File: config.mk
export PLATFORM = sky130hd
export DESIGN_NAME = hamming_syndrome_gen
export DESIGN_NICKNAME = d
export VERILOG_FILES = /design/src/rtl/hamming_syndrome_gen.sv
export SDC_FILE = /design/constraint.sdc
export NUM_CORES = 1
export LEC_CHECK = 0
export CAP_MARGIN = 20
export CORE_MARGIN = 4
export CORE_UTILIZATION = 40
export CTS_CLUSTER_SIZE = 40
export DETAILED_ROUTE_END_ITERATION = 8
export HOLD_SLACK_MARGIN = 0.1
export PLACE_DENSITY = 0.74
export SLEW_MARGIN = 25
export SYNTH_ARGS = -nofsm -noshare
export SYNTH_HDL_FRONTEND = slang
export SYNTH_SLANG_ARGS = --single-unit
File: constraint.sdc
create_clock -name Clk -period 3.52 [get_ports Clk]
set_input_delay 0.352 -clock Clk [delete_from_list [all_inputs] [get_ports Clk]]
set_output_delay 0.352 -clock Clk [all_outputs]
set_load 0.01 [all_outputs]
File: src/rtl/hamming_syndrome_gen.sv
// Bit-serial SEC-DED syndrome generator: takes a 16-bit codeword as two bytes and reports
// the 4-bit syndrome and overall parity. Optional error classification under HAM_ERR_CLASS_EN.
module hamming_syndrome_gen #(
   parameter int W = 8
) (
   input  logic         Clk,
   input  logic         Reset_n,
   input  logic [7:0]   DataIn,
   input  logic         InValid,
   output logic         InReady,
   output logic [W-1:0] Syndrome,
   output logic [W-1:0] ParityErr,
   output logic         OutValid,
   input  logic         OutReady
`ifdef HAM_ERR_CLASS_EN
   ,
   output logic [1:0]   ErrClass
`endif
);

   localparam logic [1:0] ST_GET_LO = 2'd0;
   localparam logic [1:0] ST_GET_HI = 2'd1;
   localparam logic [1:0] ST_CALC   = 2'd2;
   localparam logic [1:0] ST_DONE   = 2'd3;

   logic [1:0]  state_q,   state_d;
   logic [15:0] cw_q,      cw_d;
   logic [3:0]  idx_q,     idx_d;
   logic [3:0]  syn_q,     syn_d;
   logic        par_q,     par_d;
   logic [3:0]  out_syn_q, out_syn_d;
   logic        out_par_q, out_par_d;

   logic        cur_bit;
   logic [3:0]  syn_next;
   logic        par_next;

   // Position 0 is the overall parity bit: it feeds the parity but never the syndrome.
   always_comb begin
      cur_bit  = cw_q[idx_q];
      syn_next = (cur_bit && (idx_q != 4'd0)) ? (syn_q ^ idx_q) : syn_q;
      par_next = par_q ^ cur_bit;
   end

   always_comb begin
      // NOTE: every next-state variable defaults to its current value first, so no
      // path through the case leaves it unassigned and no latch is inferred.
      state_d   = state_q;
      cw_d      = cw_q;
      idx_d     = idx_q;
      syn_d     = syn_q;
      par_d     = par_q;
      out_syn_d = out_syn_q;
      out_par_d = out_par_q;
      case (state_q)
         ST_GET_LO: begin
            if (InValid) begin
               cw_d[7:0] = DataIn;
               state_d   = ST_GET_HI;
            end
         end
         ST_GET_HI: begin
            if (InValid) begin
               cw_d[15:8] = DataIn;
               syn_d      = 4'd0;
               par_d      = 1'b0;
               idx_d      = 4'd0;
               state_d    = ST_CALC;
            end
         end
         ST_CALC: begin
            syn_d = syn_next;
            par_d = par_next;
            idx_d = idx_q + 4'd1;
            if (idx_q == 4'd15) begin
               out_syn_d = syn_next;
               out_par_d = par_next;
               state_d   = ST_DONE;
            end
         end
         ST_DONE: begin
            if (OutReady) begin
               state_d = ST_GET_LO;
            end
         end
         default: state_d = ST_GET_LO;
      endcase
   end

   // NOTE: sequential state uses non-blocking assignments so every flop samples
   // the pre-edge value of every other flop, independent of statement order.
   always_ff @(posedge Clk or negedge Reset_n) begin
      if (!Reset_n) begin
         state_q   <= ST_GET_LO;
         cw_q      <= '0;
         idx_q     <= '0;
         syn_q     <= '0;
         par_q     <= 1'b0;
         out_syn_q <= '0;
         out_par_q <= 1'b0;
      end else begin
         state_q   <= state_d;
         cw_q      <= cw_d;
         idx_q     <= idx_d;
         syn_q     <= syn_d;
         par_q     <= par_d;
         out_syn_q <= out_syn_d;
         out_par_q <= out_par_d;
      end
   end

   assign InReady   = (state_q == ST_GET_LO) || (state_q == ST_GET_HI);
   assign OutValid  = (state_q == ST_DONE);
   assign Syndrome  = W'(out_syn_q);
   assign ParityErr = W'(out_par_q);

`ifdef HAM_ERR_CLASS_EN
   logic [1:0] err_class_q, err_class_d;

   // 00 clean, 01 correctable at syndrome, 10 double error, 11 only p0 flipped.
   always_comb begin
      err_class_d = err_class_q;
      if ((state_q == ST_CALC) && (idx_q == 4'd15)) begin
         if (par_next) begin
            err_class_d = (syn_next == 4'd0) ? 2'b11 : 2'b01;
         end else begin
            err_class_d = (syn_next == 4'd0) ? 2'b00 : 2'b10;
         end
      end
   end

   always_ff @(posedge Clk or negedge Reset_n) begin
      if (!Reset_n) begin
         err_class_q <= 2'b00;
      end else begin
         err_class_q <= err_class_d;
      end
   end

   assign ErrClass = err_class_q;
`endif

endmodule

==> Word-level counts from Yosys, hierarchy flattened <==
Index checks and enable logic that the tools add are counted.
Widths: inputs -> output; s select.
{ "totals": {"mem_bits_ro": 0, "inputBits": 12, "latch_bits": 0, "ram_bits": 0, "mem_count": 0, "wordCells": 43, "ff_bits": 32} }
{ "op_classes": {"n_mul": 0, "n_div": 0, "add_sub_neg": 1, "eq_ne": 8, "mux": 13, "shifts": 0, "n_lt_le_gt_ge": 1, "reduce_logical": 10, "bitwise": 2} }
{ "op_table": {"columns": ["operator", "count"], "rows": [
  ["$pmux 4 s2", 2],
  ["$mux 2", 4],
  ["$mux 4", 2],
  ["$pmux 2 s4", 1],
  ["$reduce_and 2->1", 4],
  ["$ne 2x2->1 const B", 3],
  ["$lt 4x5->1 const B", 1],
  ["$add 4x1->4 const B", 1],
  ["$bmux 1 s4", 1],
  ["$eq 2x2->1 const B", 2],
  ["$eq 4x4->1 const B", 1],
  ["$reduce_and 4->1", 1],
  ["$reduce_bool 4->1", 1],
  ["$xor 4x4->4", 1],
  ["$eq 2x1->1 const B", 1],
  ["$logic_not 2->1", 1],
  ["$mux 1", 2],
  ["$ne 2x1->1 const B", 1],
  ["$pmux 1 s2", 1],
  ["$reduce_bool 2->1", 1],
  ["$logic_and 1x1->1", 1],
  ["$logic_or 1x1->1", 1],
  ["$xor 1x1->1", 1]
]} }

==> Logic depth before layout (Yosys ltp) <==
Gate-level depths: netlist of the first run.
{ "depth": {"depth_word": 5, "depth_mapped": 8, "mapped_depth_nobuf": 7} }

==> Worst setup path before layout of the first run <==
No wires, ideal clock.
{ "synth_path": {"kind": "register to register", "start": "register idx_q[0]", "end": "register out_syn_q[0]", "arrival_ns": 1.577, "setup_ns": 0.124, "path_stages_with_launch": 7, "period_less_slack_ns": 1.701, "path_slack_ns": 1.819, "path_cell_list": "dfrtp_1 buf_6 mux4_2 nor2_1 o22ai_2 and3_1 o31a_1"} }
{ "synth_between": {"elab_chain_len": 4, "word_cells_on_any_way": 8, "classes_between": "eq/ne (1); mux (3); bitwise (1); reduce/logical (3)"} }
{ "synth_rtl": {"columns": ["item", "line", "rtl"], "rows": [
  ["start: declaration", "28", "logic [3:0] idx_q, idx_d;"],
  ["start signal: assignment", "104", "idx_q <= idx_d;"],
  ["$bmux 1 s4", "40", "cur_bit = cw_q[idx_q];"],
  ["$mux 1 (implied by the code)", "40", null],
  ["$logic_and 1x1->1", "41", "syn_next = (cur_bit && (idx_q != 4'd0)) ? (syn_q ^ idx_q) : syn_q;"],
  ["$mux 4", "41", null],
  ["end signal: assignment", "107", "out_syn_q <= out_syn_d;"],
  ["end: declaration", "31", "logic [3:0] out_syn_q, out_syn_d;"]
]} }
Parallel ways exist; a longest one is shown, timed or not. The select of a mux whose other input is x is not followed.
A chain may end at the register's enable or synchronous reset.

==> Worst setup path in the final report of the first run <==
{ "layout_path": {"start": "register state_q[1]", "end": "output port InReady"} }
{ "layout_between": {"elab_chain_len": 2, "word_cells_on_any_way": 3, "classes_between": "eq/ne (1); reduce/logical (2)"} }
{ "layout_rtl": {"columns": ["item", "line", "rtl"], "rows": [
  ["start: declaration", "26", "logic [1:0] state_q, state_d;"],
  ["start signal: assignment", "102", "state_q <= state_d;"],
  ["$eq 2x1->1 or $logic_not 2->1 (tied branches)", "112", "assign InReady = (state_q == ST_GET_LO) || (state_q == ST_GET_HI);"],
  ["$logic_or 1x1->1 (*)", "112", null],
  ["end: declaration", "10", "output logic InReady,"]
]} }
Mark *: on every way between the ends. The rest lies on a longest branch, timed or not.

==> impl_metrics.json, run 1 <==
{
  "p_leak_nw": 0.878,
  "grt_max_degree": 33,
  "cts_root_buf": "clkbuf_8",
  "final_common_cell": "dfrtp_1",
  "cp_top_family": "buffers and inverters",
  "min_period_ns": 2.15,
  "antenna_found_initial": 0,
  "dr_total_vias": 1228,
  "core_um2": 4380,
  "port_buffers": 18,
  "hpwl_mm": 2.26,
  "slowest_delay_ns": 0.48,
  "power_density_nw_per_um2": 783,
  "yosysUniqueCellTypes": 35,
  "drv_slew": 0,
  "syn_inst": 171,
  "final-hold-violation-count": 0,
  "cts_setup_buffers": 0,
  "diodes": 0,
  "grt_usage": 0.123,
  "rows": 24,
  "drt-pass1-iter-count": 4,
  "vias_per_cell": 5.14,
  "rsz0062_at_grt": "false",
  "place_ws_ns": 1.41,
  "setup_violations": 0,
  "drc_errors": 0,
  "grt_pass1_vias": 1132,
  "ys_ff_latch": 32,
  "clk_latency_ns": 0.29,
  "post_drt_wl_per_cell_um": 13.2,
  "cts.clk_slew.worst_paths_ns": 0.06,
  "setup_ws_ns": 1.37,
  "fin_util": 0.466,
  "path_class": "reg2out",
  "area.growth.synth_to_final_pct": 12.1,
  "ioPinCount": 30,
  "cts_hold_buffers": 0,
  "fin_tns_setup_ns": 0,
  "fin_nets": 204,
  "fillers": 430,
  "htreeDepth": 2,
  "die_area_um2": 5700,
  "antenna_left": 0,
  "layout-drive-gt1-share": 0.171,
  "overflow": 0,
  "cp.required_ns": 3.17,
  "cp_cell_sequence": "inv_1 > ha_1 > or2_2 > clkdlybuf4s50_1",
  "crit_path_top_delay_cell": "clkdlybuf4s50_1",
  "path_max_fanout": 8,
  "ys_warn_count": 0,
  "cts_made_buffers": 5,
  "clockBufferDepth": 2,
  "crit_buf_inv": 2,
  "drt_iter0_drc": 57,
  "relSlewSlack": 0.601,
  "die_w_um": 75.5,
  "synth_area_per_cell_um2": 10.7,
  "synth_area_um2": 1820,
  "peakVddDrop_uv": 394,
  "worstHoldPathType": "in2async",
  "post_cts_resized": 0,
  "clock_skew_ns": 0.00714,
  "timing.hold.ws_ns": 0.459,
  "timing.fmax_ghz": 0.465,
  "gp_congestion": 0.831,
  "end_kind": "output pin",
  "cts_tree": "yes",
  "critPathArrivalTime_ns": 1.80,
  "die_h_um": 75.5,
  "start_util": 0.416,
  "min_period_over_period": 0.610,
  "worst_slew_pin_slew_ns": 0.598,
  "mostFrequentLayoutCells": "32 x dfrtp_1, 20 x mux2_2, 18 x clkdlybuf4s50_1, 14 x o21ai_0, 12 x nand2_1",
  "cts.sinks": 32,
  "drt_wl_total_mm": 3.15,
  "synth-seq-area-share": 0.439,
  "start_kind": "flop",
  "maxCapViolCount": 0,
  "grt_pass1_wl_mm": 5.27,
  "outcome": "completed"
}
-- layer usage --
| layer | vias up | wire length (um) | GRT usage |
|---|---|---|---|
| met3 | 8 | 216 | 0.0462 |
| met1 | 587 | 1420 | 0.163 |
| met2 | 31 | 1460 | 0.183 |
| met5 | - | 0 | 0 |
| met4 | 0 | 55 | 0.0466 |
| li1 | 602 | - | - |
-- per-stage QoR --
| stage | area (um^2) | instances | total power, W |
|---|---|---|---|
| after detailed placement | 1950 | 231 | 0.00132 |
| after floorplan | 1860 | 181 | 0.00121 |
| final | 2040 | 239 | 0.00160 |
| after global routing | 2040 | 239 | 0.00172 |
| after CTS | 2040 | 239 | 0.00161 |
| after global placement | 1950 | 231 | 0.00130 |
-- Yosys cell counts (all sizes together) --
cell / number / share of area
mux4: 2 / 0.025
a21o: 1 / 0.0041
or2: 1 / 0.0034
nand3: 5 / 0.014
dfrtp: 32 / 0.44
mux2i: 2 / 0.011
xnor2: 6 / 0.029
buf: 14 / 0.062
inv: 10 / 0.021
or2b: 1 / 0.0048
clkbuf: 7 / 0.025
conb: 1 / 0.0021
o21ai: 14 / 0.038
o31a: 1 / 0.0048
nand2: 12 / 0.025
nor2b: 1 / 0.0034
nand2b: 4 / 0.014
a22o: 2 / 0.0096
nand4: 1 / 0.0034
a21oi: 4 / 0.011
and3: 1 / 0.0034
a31o: 2 / 0.0096
nor3: 4 / 0.011
a32o: 1 / 0.0055
mux2: 20 / 0.12
nor2: 7 / 0.014
a221oi: 2 / 0.0096
ha: 6 / 0.041
a222oi: 1 / 0.0055
a22oi: 1 / 0.0041
o221ai: 2 / 0.0096
o22ai: 3 / 0.014
-- state kept, by name, summed over array words and instances (netlist names) --
name	flops
cw_q	16
idx_q	4
out_syn_q	4
syn_q	4
state_q	2
out_par_q	1
par_q	1
-- where the power goes --
| part | total (W) | internal [W] | switching (W) |
|---|---|---|---|
| Clock | 0.000291 | 0.000159 | 0.000132 |
| Combinational | 0.000698 | 0.000356 | 0.000343 |
| Sequential | 0.000612 | 0.000503 | 0.000109 |
-- cells by family after synthesis --
family,Yosys count,synth area share
other cells,1,0.00206
fa+ha+maj,6,0.0412
xor+xnor,6,0.0288
simple gates,37,0.0961
compound gates,34,0.126
flops,32,0.439
mux,24,0.159
buf+inv,31,0.108
-- final timing paths --
path                                     startpoint                  endpoint  slack (ns)  cells past startpoint
setup / recovery             state_q[1]$_DFFE_PN0P_                   InReady        1.37                      4
hold / removal                              Reset_n  out_syn_q[3]$_DFFE_PN0P_        0.46                      2
setup reg to reg               idx_q[0]$_DFFE_PN0P_  out_syn_q[0]$_DFFE_PN0P_        1.42                      5
hold reg to reg            out_syn_q[2]$_DFFE_PN0P_  out_syn_q[2]$_DFFE_PN0P_        0.48                      2
max in group asynchronous                   Reset_n      cw_q[13]$_DFFE_PN0P_        2.76                      2
min in group Clk           out_syn_q[2]$_DFFE_PN0P_  out_syn_q[2]$_DFFE_PN0P_        0.48                      2
-- area by class of cell --
type	instances	area, um^2	share of cell area
clock buffer	8	90.1	0.0441
sequential	32	801	0.392
timing repair buffer	19	188	0.0918
multi-input combinational	118	863	0.422
inverter	10	37.5	0.0184
tap	52	65.1	0.0318
(Power assumes the default switching activity.)
==> inputs of run 2 (changes only) <==
--- a/config.mk
+++ b/config.mk
@@ -11,7 +11,7 @@
 export CTS_CLUSTER_SIZE = 40
 export DETAILED_ROUTE_END_ITERATION = 8
 export HOLD_SLACK_MARGIN = 0.1
-export PLACE_DENSITY = 0.74
+export PLACE_DENSITY = 0.76
 export SLEW_MARGIN = 25
 export SYNTH_ARGS = -nofsm -noshare
 export SYNTH_HDL_FRONTEND = slang
==> constraint.sdc (replaced) <==
create_clock -name Clk -period 1.92 [get_ports Clk]
set_input_delay 0.192 -clock Clk [delete_from_list [all_inputs] [get_ports Clk]]
set_output_delay 0.192 -clock Clk [all_outputs]
set_load 0.01 [all_outputs]
==> impl_metrics.json, run 2 (same netlist as run 1, synthesis figures left out) <==
{
  "outcome": "completed",
  "peakVddDrop_uv": 777,
  "ioPinCount": 30,
  "path_max_fanout": 4,
  "port_buffers": 18,
  "final_common_cell": "dfrtp_1",
  "start_util": 0.416,
  "grt_pass1_vias": 1218,
  "met2_usage": 0.210,
  "p_total_w": 0.00308,
  "setup_violations": 0,
  "die_area_um2": 5700,
  "timing.hold.ws_ns": 0.304,
  "vias_per_cell": 5.08,
  "worstHoldPathType": "in2async",
  "r2r-start": "state_q[0]$_DFFE_PN0P_",
  "min_period_over_period": 0.935,
  "power_density_nw_per_um2": 1440,
  "drv_slew": 0,
  "start_kind": "flop",
  "relSlewSlack": 0.601,
  "area.growth.synth_to_final_pct": 17.2,
  "worst_slew_pin_slew_ns": 0.593,
  "grt_usage": 0.127,
  "cts_root_buf": "clkbuf_8",
  "end_kind": "flop",
  "cp.required_ns": 2.13,
  "mostFrequentLayoutCells": "31 x dfrtp_1, 20 x mux2_2, 17 x clkdlybuf4s50_1, 14 x o21ai_0",
  "die_w_um": 75.5,
  "final-hold-violation-count": 0,
  "clockBufferDepth": 2,
  "htreeDepth": 2,
  "min_period_ns": 1.80,
  "cts_tree": "yes",
  "grt_util_met1": 0.150,
  "cts.sinks": 32,
  "p_leak_nw": 0.938,
  "cts.clk_slew.worst_paths_ns": 0.06,
  "cts_made_buffers": 5,
  "timing.fmax_ghz": 0.557,
  "fin_util": 0.487,
  "critPathArrivalTime_ns": 2.01,
  "grt_max_degree": 33,
  "gp_congestion": 0.828,
  "diodes": 0,
  "clk_latency_ns": 0.29,
  "drt-pass1-iter-count": 4,
  "drc_errors": 0,
  "antenna_found_initial": 0,
  "rr_worst_depth": 6,
  "grt_pass1_wl_mm": 5.36,
  "gr-usage-met3": 0.0528,
  "dr_total_vias": 1271,
  "top_register": "cw_q",
  "die_h_um": 75.5,
  "fillers": 394,
  "overflow": 0,
  "post_drt_wl_per_cell_um": 13.0,
  "largest_reg_flops": 16,
  "reg2reg_setup_slack_ns": 0.12,
  "cts_hold_buffers": 0,
  "fin_nets": 215,
  "drt_wl_total_mm": 3.26,
  "rsz0062_at_grt": "false",
  "hpwl_mm": 2.41,
  "core_um2": 4380,
  "antenna_left": 0,
  "drt_iter0_drc": 22,
  "cts_setup_buffers": 0,
  "top_usage_layer": "met2",
  "clock_skew_ns": 0.00658,
  "path_class": "reg2reg",
  "fin_tns_setup_ns": 0,
  "rows": 24,
  "layout-drive-gt1-share": 0.237,
  "maxCapViolCount": 0,
  "r2r-end": "state_q[0]$_DFFE_PN0P_"
}
run 2: cell count changes in the layout (fill, tap and decap cells not counted):
cell             change
dfrtp_2              +1
dfrtp_1              -1
dlygate4sd2_1        +1
o221ai_2             +1
clkbuf_1             -2
clkinv_2             +2
buf_4               +11
o221ai_1             -1
clkdlybuf4s50_1      -1
run 2: worst max-delay path by stage:
stage,start,end,slack (ns),depth (start not counted)
after floorplan,idx_q[0]$_DFFE_PN0P_,out_syn_q[0]$_DFFE_PN0P_,0.22,6
after global placement,idx_q[0]$_DFFE_PN0P_,out_syn_q[0]$_DFFE_PN0P_,0.12,5
after detailed placement,idx_q[0]$_DFFE_PN0P_,out_syn_q[0]$_DFFE_PN0P_,0.07,5
after CTS,idx_q[0]$_DFFE_PN0P_,out_syn_q[0]$_DFFE_PN0P_,0.06,5
after global routing,state_q[0]$_DFFE_PN0P_,state_q[0]$_DFFE_PN0P_,0.01,6
final,state_q[0]$_DFFE_PN0P_,state_q[0]$_DFFE_PN0P_,0.12,6
run 2: routing by layer:
| layer | part of all wire | routed length (um) |
|---|---|---|
| met1 | 0.47 | 1520 |
| met2 | 0.46 | 1510 |
| met3 | 0.055 | 180 |
| met4 | 0.014 | 46 |
| met5 | 0 | 0 |
run 2: report_power, final:
part	total (W)	leakage (nW)	internal (W)	switching, W
clock	0.000533	0.0510	0.000285	0.000248
sequential	0.00111	0.404	0.000925	0.000186
combinational	0.00143	0.482	0.000754	0.000677
run 2: worst max-delay path, stage by stage (launching register included):
cell and delay (ns):
dfrtp_1 0.38, inv_1 0.08, ha_1 0.23, or2_2 0.31, a222oi_1 0.47, o21ai_0 0.15
o21ai_0 0.09
run 2: cell type report:
class,count,area [um^2],area share
Multi-Input combinational cell,118,870,0.407
Sequential cell,32,802,0.376
Timing Repair Buffer,30,269,0.126
Clock buffer,6,82.6,0.0387
Tap cell,52,65.1,0.0305
Inverter,10,37.5,0.0176
Clock inverter,2,10.0,0.00469
run 2: stage by stage:
step / cell area, um^2 / worst slack (ns) / std cells
CTS: 2130 / 0.0572 / 250
floorplan: 1860 / 0.219 / 181
global route: 2140 / 0.0136 / 250
finish: 2140 / 0.125 / 250
global placement: 2040 / 0.120 / 242
detailed placement: 2040 / 0.0705 / 242
run 2: what timing repair did:
action / 4_1_cts / 5_1_grt
resized for setup: 1 / 2
pin swaps: 0 / 1
endpoints found under the setup margin: 1 / 9
gates cloned: 0 / 0
